[src/rtl/sad_pkg.sv]
// Shared constants and state encoding for the SAD sequencer.
package sad_pkg;

  localparam int DATA_W = 32;

  // ALU control codes, identical to the ones the pipeline's EX stage decodes.
  localparam logic [3:0] ALU_ADD = 4'b0000;
  localparam logic [3:0] ALU_SUB = 4'b0001;

  typedef enum logic [2:0] {
    IDLE,
    REQ,
    RD,
    SUB,
    ABS,
    ACC,
    DONE
  } state_t;

endpackage

[src/rtl/sad_addr_gen.sv]
// Window walker: row/col counters plus a running row offset, producing the
// byte addresses of the current element in both frames.
module sad_addr_gen #(
  parameter int WIN_W   = 4,
  parameter int WIN_H   = 4,
  parameter int FRAME_W = 16
) (
  input  logic        clk,
  input  logic        rst_n,
  input  logic        clear,
  input  logic        step,
  input  logic [31:0] base_a,
  input  logic [31:0] base_b,
  output logic        last,
  output logic [31:0] addr_a,
  output logic [31:0] addr_b
);

  localparam int COL_W = (WIN_W > 1) ? $clog2(WIN_W) : 1;
  localparam int ROW_W = (WIN_H > 1) ? $clog2(WIN_H) : 1;
  localparam logic [31:0]      ROW_BYTES = 32'(4 * FRAME_W);
  localparam logic [COL_W-1:0] COL_LAST  = COL_W'(WIN_W - 1);
  localparam logic [ROW_W-1:0] ROW_LAST  = ROW_W'(WIN_H - 1);

  logic [COL_W-1:0] col;
  logic [ROW_W-1:0] row;
  logic [31:0]      row_off;
  logic [31:0]      col_off;

  // Advance column on each step; on column wrap move the row offset down one frame row.
  always_ff @(posedge clk or negedge rst_n) begin
    if (!rst_n) begin
      col     <= '0;
      row     <= '0;
      row_off <= '0;
    end else if (clear) begin
      col     <= '0;
      row     <= '0;
      row_off <= '0;
    end else if (step) begin
      if (col == COL_LAST) begin
        col     <= '0;
        row     <= row + ROW_W'(1);
        row_off <= row_off + ROW_BYTES;
      end else begin
        col <= col + COL_W'(1);
      end
    end
  end

  assign col_off = {{(32 - COL_W - 2){1'b0}}, col, 2'b00};
  assign addr_a  = base_a + row_off + col_off;
  assign addr_b  = base_b + row_off + col_off;
  assign last    = (col == COL_LAST) && (row == ROW_LAST);

endmodule

[src/rtl/sad_alu_sequencer.sv]
// Borrows the shared EX-stage ALU to accumulate the sum of absolute
// differences between two word windows read from data memory.
module sad_alu_sequencer
  import sad_pkg::*;
#(
  parameter int WIN_W   = 4,
  parameter int WIN_H   = 4,
  parameter int FRAME_W = 16
) (
  input  logic        Clk,
  input  logic        Rst,
  input  logic        Start,
  input  logic [31:0] BaseA,
  input  logic [31:0] BaseB,
  output logic        MemRdEn,
  output logic [31:0] MemAddrA,
  output logic [31:0] MemAddrB,
  input  logic [31:0] MemDataA,
  input  logic [31:0] MemDataB,
  output logic        AluReq,
  input  logic        AluGnt,
  output logic [31:0] AluA,
  output logic [31:0] AluB,
  output logic [3:0]  AluCtl,
  input  logic [31:0] AluResult,
  output logic        Busy,
  output logic        Done,
  output logic [31:0] SadOut
);

  state_t state, nstate;

  logic [DATA_W-1:0]        base_a, base_b;
  logic                     vld_p1;
  logic [DATA_W-1:0]        data_a_p1, data_b_p1;
  logic [DATA_W-1:0]        opa_p1, opb_p1;
  logic signed [DATA_W-1:0] diff_p2;
  logic signed [DATA_W-1:0] acc_p3;
  logic [DATA_W-1:0]        sad_q;
  logic                     clear, step, last;
  logic                     cap_diff, cap_acc;

  // Sign of a freshly computed difference decides whether the ABS pass is needed.
  function automatic logic is_neg(input logic [DATA_W-1:0] v);
    return v[DATA_W-1];
  endfunction

  sad_addr_gen #(
    .WIN_W  (WIN_W),
    .WIN_H  (WIN_H),
    .FRAME_W(FRAME_W)
  ) u_addr (
    .clk   (Clk),
    .rst_n (Rst),
    .clear (clear),
    .step  (step),
    .base_a(base_a),
    .base_b(base_b),
    .last  (last),
    .addr_a(MemAddrA),
    .addr_b(MemAddrB)
  );

  // Read data is live on the memory ports only in the cycle after RD; afterwards
  // the captured copy is used, so an ALU stall in SUB does not lose the operands.
  assign opa_p1 = vld_p1 ? MemDataA : data_a_p1;
  assign opb_p1 = vld_p1 ? MemDataB : data_b_p1;

  // Control state: FSM register, read-valid flag and captured window bases.
  always_ff @(posedge Clk or negedge Rst) begin
    if (!Rst) begin
      state  <= IDLE;
      vld_p1 <= 1'b0;
      base_a <= '0;
      base_b <= '0;
    end else begin
      state  <= nstate;
      vld_p1 <= MemRdEn;
      if (clear) begin
        base_a <= BaseA;
        base_b <= BaseB;
      end
    end
  end

  // Datapath registers: fetched operands, difference, accumulator, final result.
  always_ff @(posedge Clk or negedge Rst) begin
    if (!Rst) begin
      data_a_p1 <= '0;
      data_b_p1 <= '0;
      diff_p2   <= '0;
      acc_p3    <= '0;
      sad_q     <= '0;
    end else begin
      // ---- read capture ----
      if (vld_p1) begin
        data_a_p1 <= MemDataA;
        data_b_p1 <= MemDataB;
      end
      // ---- difference / absolute value ----
      if (clear) begin
        diff_p2 <= '0;
      end else if (cap_diff) begin
        diff_p2 <= AluResult;
      end
      // ---- accumulate ----
      if (clear) begin
        acc_p3 <= '0;
      end else if (cap_acc) begin
        acc_p3 <= AluResult;
      end
      // ---- result ----
      if (state == DONE) begin
        sad_q <= acc_p3;
      end
    end
  end

  // Next-state and ALU/memory drive; the ALU is driven only while it is granted.
  always_comb begin
    nstate   = state;
    clear    = 1'b0;
    step     = 1'b0;
    cap_diff = 1'b0;
    cap_acc  = 1'b0;
    AluReq   = 1'b0;
    MemRdEn  = 1'b0;
    AluA     = '0;
    AluB     = '0;
    AluCtl   = ALU_ADD;
    case (state)
      IDLE: begin
        if (Start) begin
          clear  = 1'b1;
          nstate = REQ;
        end
      end
      REQ: begin
        AluReq = 1'b1;
        if (AluGnt) nstate = RD;
      end
      RD: begin
        AluReq  = 1'b1;
        MemRdEn = 1'b1;
        nstate  = SUB;
      end
      SUB: begin
        AluReq = 1'b1;
        if (AluGnt) begin
          AluA     = opa_p1;
          AluB     = opb_p1;
          AluCtl   = ALU_SUB;
          cap_diff = 1'b1;
          nstate   = is_neg(AluResult) ? ABS : ACC;
        end
      end
      ABS: begin
        AluReq = 1'b1;
        if (AluGnt) begin
          AluA     = '0;
          AluB     = diff_p2;
          AluCtl   = ALU_SUB;
          cap_diff = 1'b1;
          nstate   = ACC;
        end
      end
      ACC: begin
        AluReq = 1'b1;
        if (AluGnt) begin
          AluA    = acc_p3;
          AluB    = diff_p2;
          AluCtl  = ALU_ADD;
          cap_acc = 1'b1;
          step    = 1'b1;
          nstate  = last ? DONE : RD;
        end
      end
      DONE: begin
        nstate = IDLE;
      end
      default: begin
        nstate = IDLE;
      end
    endcase
  end

  assign Busy   = (state != IDLE);
  assign Done   = (state == DONE);
  assign SadOut = Done ? acc_p3 : sad_q;

endmodule

[config.mk]
export PLATFORM = sky130hd
export DESIGN_NAME = sad_alu_sequencer
export DESIGN_NICKNAME = d
export VERILOG_FILES = /design/src/rtl/sad_pkg.sv /design/src/rtl/sad_addr_gen.sv /design/src/rtl/sad_alu_sequencer.sv
export SDC_FILE = /design/constraint.sdc
export NUM_CORES = 1
export LEC_CHECK = 0
export ABC_AREA = 1
export CORE_MARGIN = 2
export CORE_UTILIZATION = 45
export CTS_BUF_LIST = sky130_fd_sc_hd__clkbuf_8
export DETAILED_ROUTE_END_ITERATION = 6
export PLACE_DENSITY_LB_ADDON = 0.15
export SYNTH_ARGS = -nofsm -noshare
export SYNTH_HDL_FRONTEND = slang
export SYNTH_SLANG_ARGS = --single-unit
[constraint.sdc]
create_clock -name Clk -period 2.72 [get_ports Clk]
set_input_delay 0.544 -clock Clk [delete_from_list [all_inputs] [get_ports Clk]]
set_output_delay 0.544 -clock Clk [all_outputs]
set_load 0.02 [all_outputs]
==> results.toml <==
[global_route]
grt_start_max_net_pins = 65
grt_pass1_vias = 17030
grt_first_pass_wirelength_um = 87910
grt-ovfl-total = 0
antenna_found_initial = 0
grt_use_total_pct = 29.97

[placed_design]
hpwl_um = 40020
gp_congestion = 0.9263
place_area_mm2 = 0.02117
io_buffers = 328

[floorplanning]
core_area_mm2 = 0.03540
num_io_pins = 332
die_x_um = 193.1
dieArea_mm2 = 0.03730
rows = 69
dieHeight_um = 193.1
start_util_pct = 45.47

[sta]
finalSetupTns_ps = -15760
report.final.slew_viol_count = 0
fin_skew_ps = 16.86
min_period_over_period_pct = 115.3
relSlewSlack_pct = 65.35
clock.fmax_mhz = 318.7
holdWs_ps = 468.8
worstMarginPinSlew_ps = 519.8
fin_ws_ps = -417.3
finalHoldViolations = 0
rsz0062_at_grt = "yes"
fin_crit_ps = 3137
setup_viol_count_final = 52

[min_path]
min-delay-start = "data_b_p1[6]$_DFF_PN0_"
hp-class = "flip-flop to flip-flop"
min_path_cells = 2
min_to = "data_b_p1[6]$_DFF_PN0_"

[pwr]
switchingPower_mw = 12.99
pwr_density_cell_mw_per_mm2 = 1111
power.internal_mw = 15.40
pwr-share-comb_pct = 64.4
switching_share_pct = 45.76
peakVddDrop_mv = 0.8812
leakage_nw = 12.89
clockPowerShare_pct = 12.3
seq_power_share_pct = 23.2

[critical_path]
reg2reg_depth = 12
end_kind = "primary output"
crit_fanout = 4
r2r_end = "u_addr.row_off[23]$_DFFE_PN0P_"
timing.rr.start = "state[1]$_DFFE_PN0P_"
ff2ff_setup_slack_ps = 470
arrival_ps = 2590
critPathKind = "flip-flop to primary output"
required_ps = 2180
start_kind = "flip-flop"

[route]
drc = 0
totalWireLength_um = 59700
via_count = 17360
wl_per_cell_um = 18.06
drt.antenna.violating_nets = 0
drt_iter0_markers = 1064
drt-vias-per-instance = 5.251
drt_first_pass_iters = 5

[clock_tree]
cts_buffer_depth = 3
path_clk_slew_ps = 70
htreeDepth = 2
cts_root_buffer = "clkbuf_8"
cts_tree = "yes"
cts_sinks = 258
numCtsBuffers = 45
worstSkewPairLatency_ps = 580

[yosys]
synth_top_area_cell = "dfrtp_1"
synth-seq-area-share_pct = 40.11
yosys-top-cells-area = "dfrtp_1, nand2_1, ha_1"
yosys_warnings = 0
synth_edf_count = 0
netlist_instances = 2283
synthArstFlopShare_pct = 100.0
ys_seq_elements = 258
ys_types = 31
synth_flop_cell = "dfrtp_1"
netlist_area_mm2 = 0.01610
yosysTopAreaCellShare_pct = 40.11
avgSynthCellArea_um2 = 7.050

[outcome]
outcome = "finished with violations"
violations = "setup timing"

[finish]
drive_above_1_share_pct = 34.55
fin_area_mm2 = 0.02555
area.growth.synth_to_final_pct = 58.75
nets = 3084

[run]
drv_cap = 0
## metal layers
layer / up-vias / part of all wire (%) / GRT usage, %
met5: - / 0 / 0
met4: 0 / 3.9 / 11.57
met3: 149 / 6.7 / 6.045
met2: 593 / 48 / 48.91
met1: 8361 / 42 / 39.24
li1: 8252 / - / -
## state kept, by name, summed over array words and instances, names as in the netlist, 26 cells and up
register	flops
acc_p3	32
base_a	32
base_b	32
data_a_p1	32
data_b_p1	32
diff_p2	32
sad_q	32
u_addr.row_off	26
## cell type report
class | count | area [um2]
inverters | 280 | 1081
diodes | 2 | 5.005
well taps | 461 | 576.8
multi-input cells | 1668 | 11470
clock inverters | 28 | 125.1
repair buffers | 553 | 5055
clock buffers | 55 | 757.0
flip-flops and latches | 258 | 6485
fillers | 2745 | 9844
## stage by stage
stage / instances / util (%) / setup WS, ps / total power [mW]
6_report: 3305 / 72.19 / -417.3 / 28.39
5_1_grt: 3303 / 72.17 / -494.4 / 30.06
4_1_cts: 3292 / 69.70 / -369.4 / 26.90
3_5_place_dp: 3171 / 59.81 / -502.2 / 20.06
3_3_place_gp: 3171 / 59.81 / -493.4 / 19.86
2_1_floorplan: 2287 / - / 206.5 / 13.56
## cells in the final DEF (no fill, tap or decap), drive strengths merged, types with 31 or more instances in the layout
master	Yosys	layout
a21oi	40	40
a32o	32	32
buf	43	326
clkbuf	38	85
clkdlybuf4s50	0	167
dfrtp	258	258
ha	114	114
inv	280	304
nand2	940	940
nand3	149	149
nand4	31	31
nor2	141	141
o21ai	159	159
xor2	31	31
## worst max-delay path: stages (launching register included)
cell     delay [ps]
dfrtp_2         480
ha_4            270
ha_4            310
nand2_4          80
nor2_1          230
nand2_2         120
nor2_2          100
nand2_2          90
nand3_2          70
nand2_1          60
nand2_1          80
buf_6           120
## what timing repair did
action | 4_1_cts | 5_1_grt
gates resized for setup | 1107 | 362
endpoints found under the setup margin | 155 | 126
setup buffers | 36 | 14
hold buffers | 1 | 0
pin swaps | 178 | 153
gates cloned | 1 | 0
endpoints found under the hold margin | 48 | 0
## cells by family after synthesis
logic type,count (synthesis),synth area share [%]
AO/OA/AOI/OAI,237,8.473
XOR/XNOR,38,2.068
adder cells (fa/ha/maj),114,8.862
buffers and inverters,361,8.800
flip-flops,258,40.11
other,1,0.02330
AND/OR/NAND/NOR,1274,31.66
## power groups by stage
stage / combinational, mW / sequential (mW) / clock (mW)
after floorplan: 7.44 / 6.12 / 0
after global placement: 13.5 / 6.32 / 0
after detailed placement: 13.7 / 6.38 / 0
after CTS: 16.8 / 6.56 / 3.54
after global routing: 19.6 / 6.75 / 3.71
final: 18.3 / 6.60 / 3.50
## cell usage after synthesis, types with 25 or more instances
library cell	instances
xor2_1	31
a32o_1	32
nor2_1	141
nand3_1	149
dfrtp_1	258
buf_2	25
ha_1	114
o21ai_0	157
clkbuf_1	38
nand2_1	935
inv_1	273
nand4_1	31
a21oi_1	40
## worst max path at each step
stage / start / to
floorplan: u_addr.row_off[12]$_DFFE_PN0P_ / MemAddrA[14]
CTS: u_addr.row_off[10]$_DFFE_PN0P_ / MemAddrA[21]
global route: u_addr.row_off[22]$_DFFE_PN0P_ / MemAddrA[31]
detailed placement: u_addr.row_off[13]$_DFFE_PN0P_ / MemAddrA[15]
global placement: u_addr.row_off[13]$_DFFE_PN0P_ / MemAddrA[15]
finish: u_addr.row_off[17]$_DFFE_PN0P_ / MemAddrA[28]
Power figures use the tool's default switching activity.
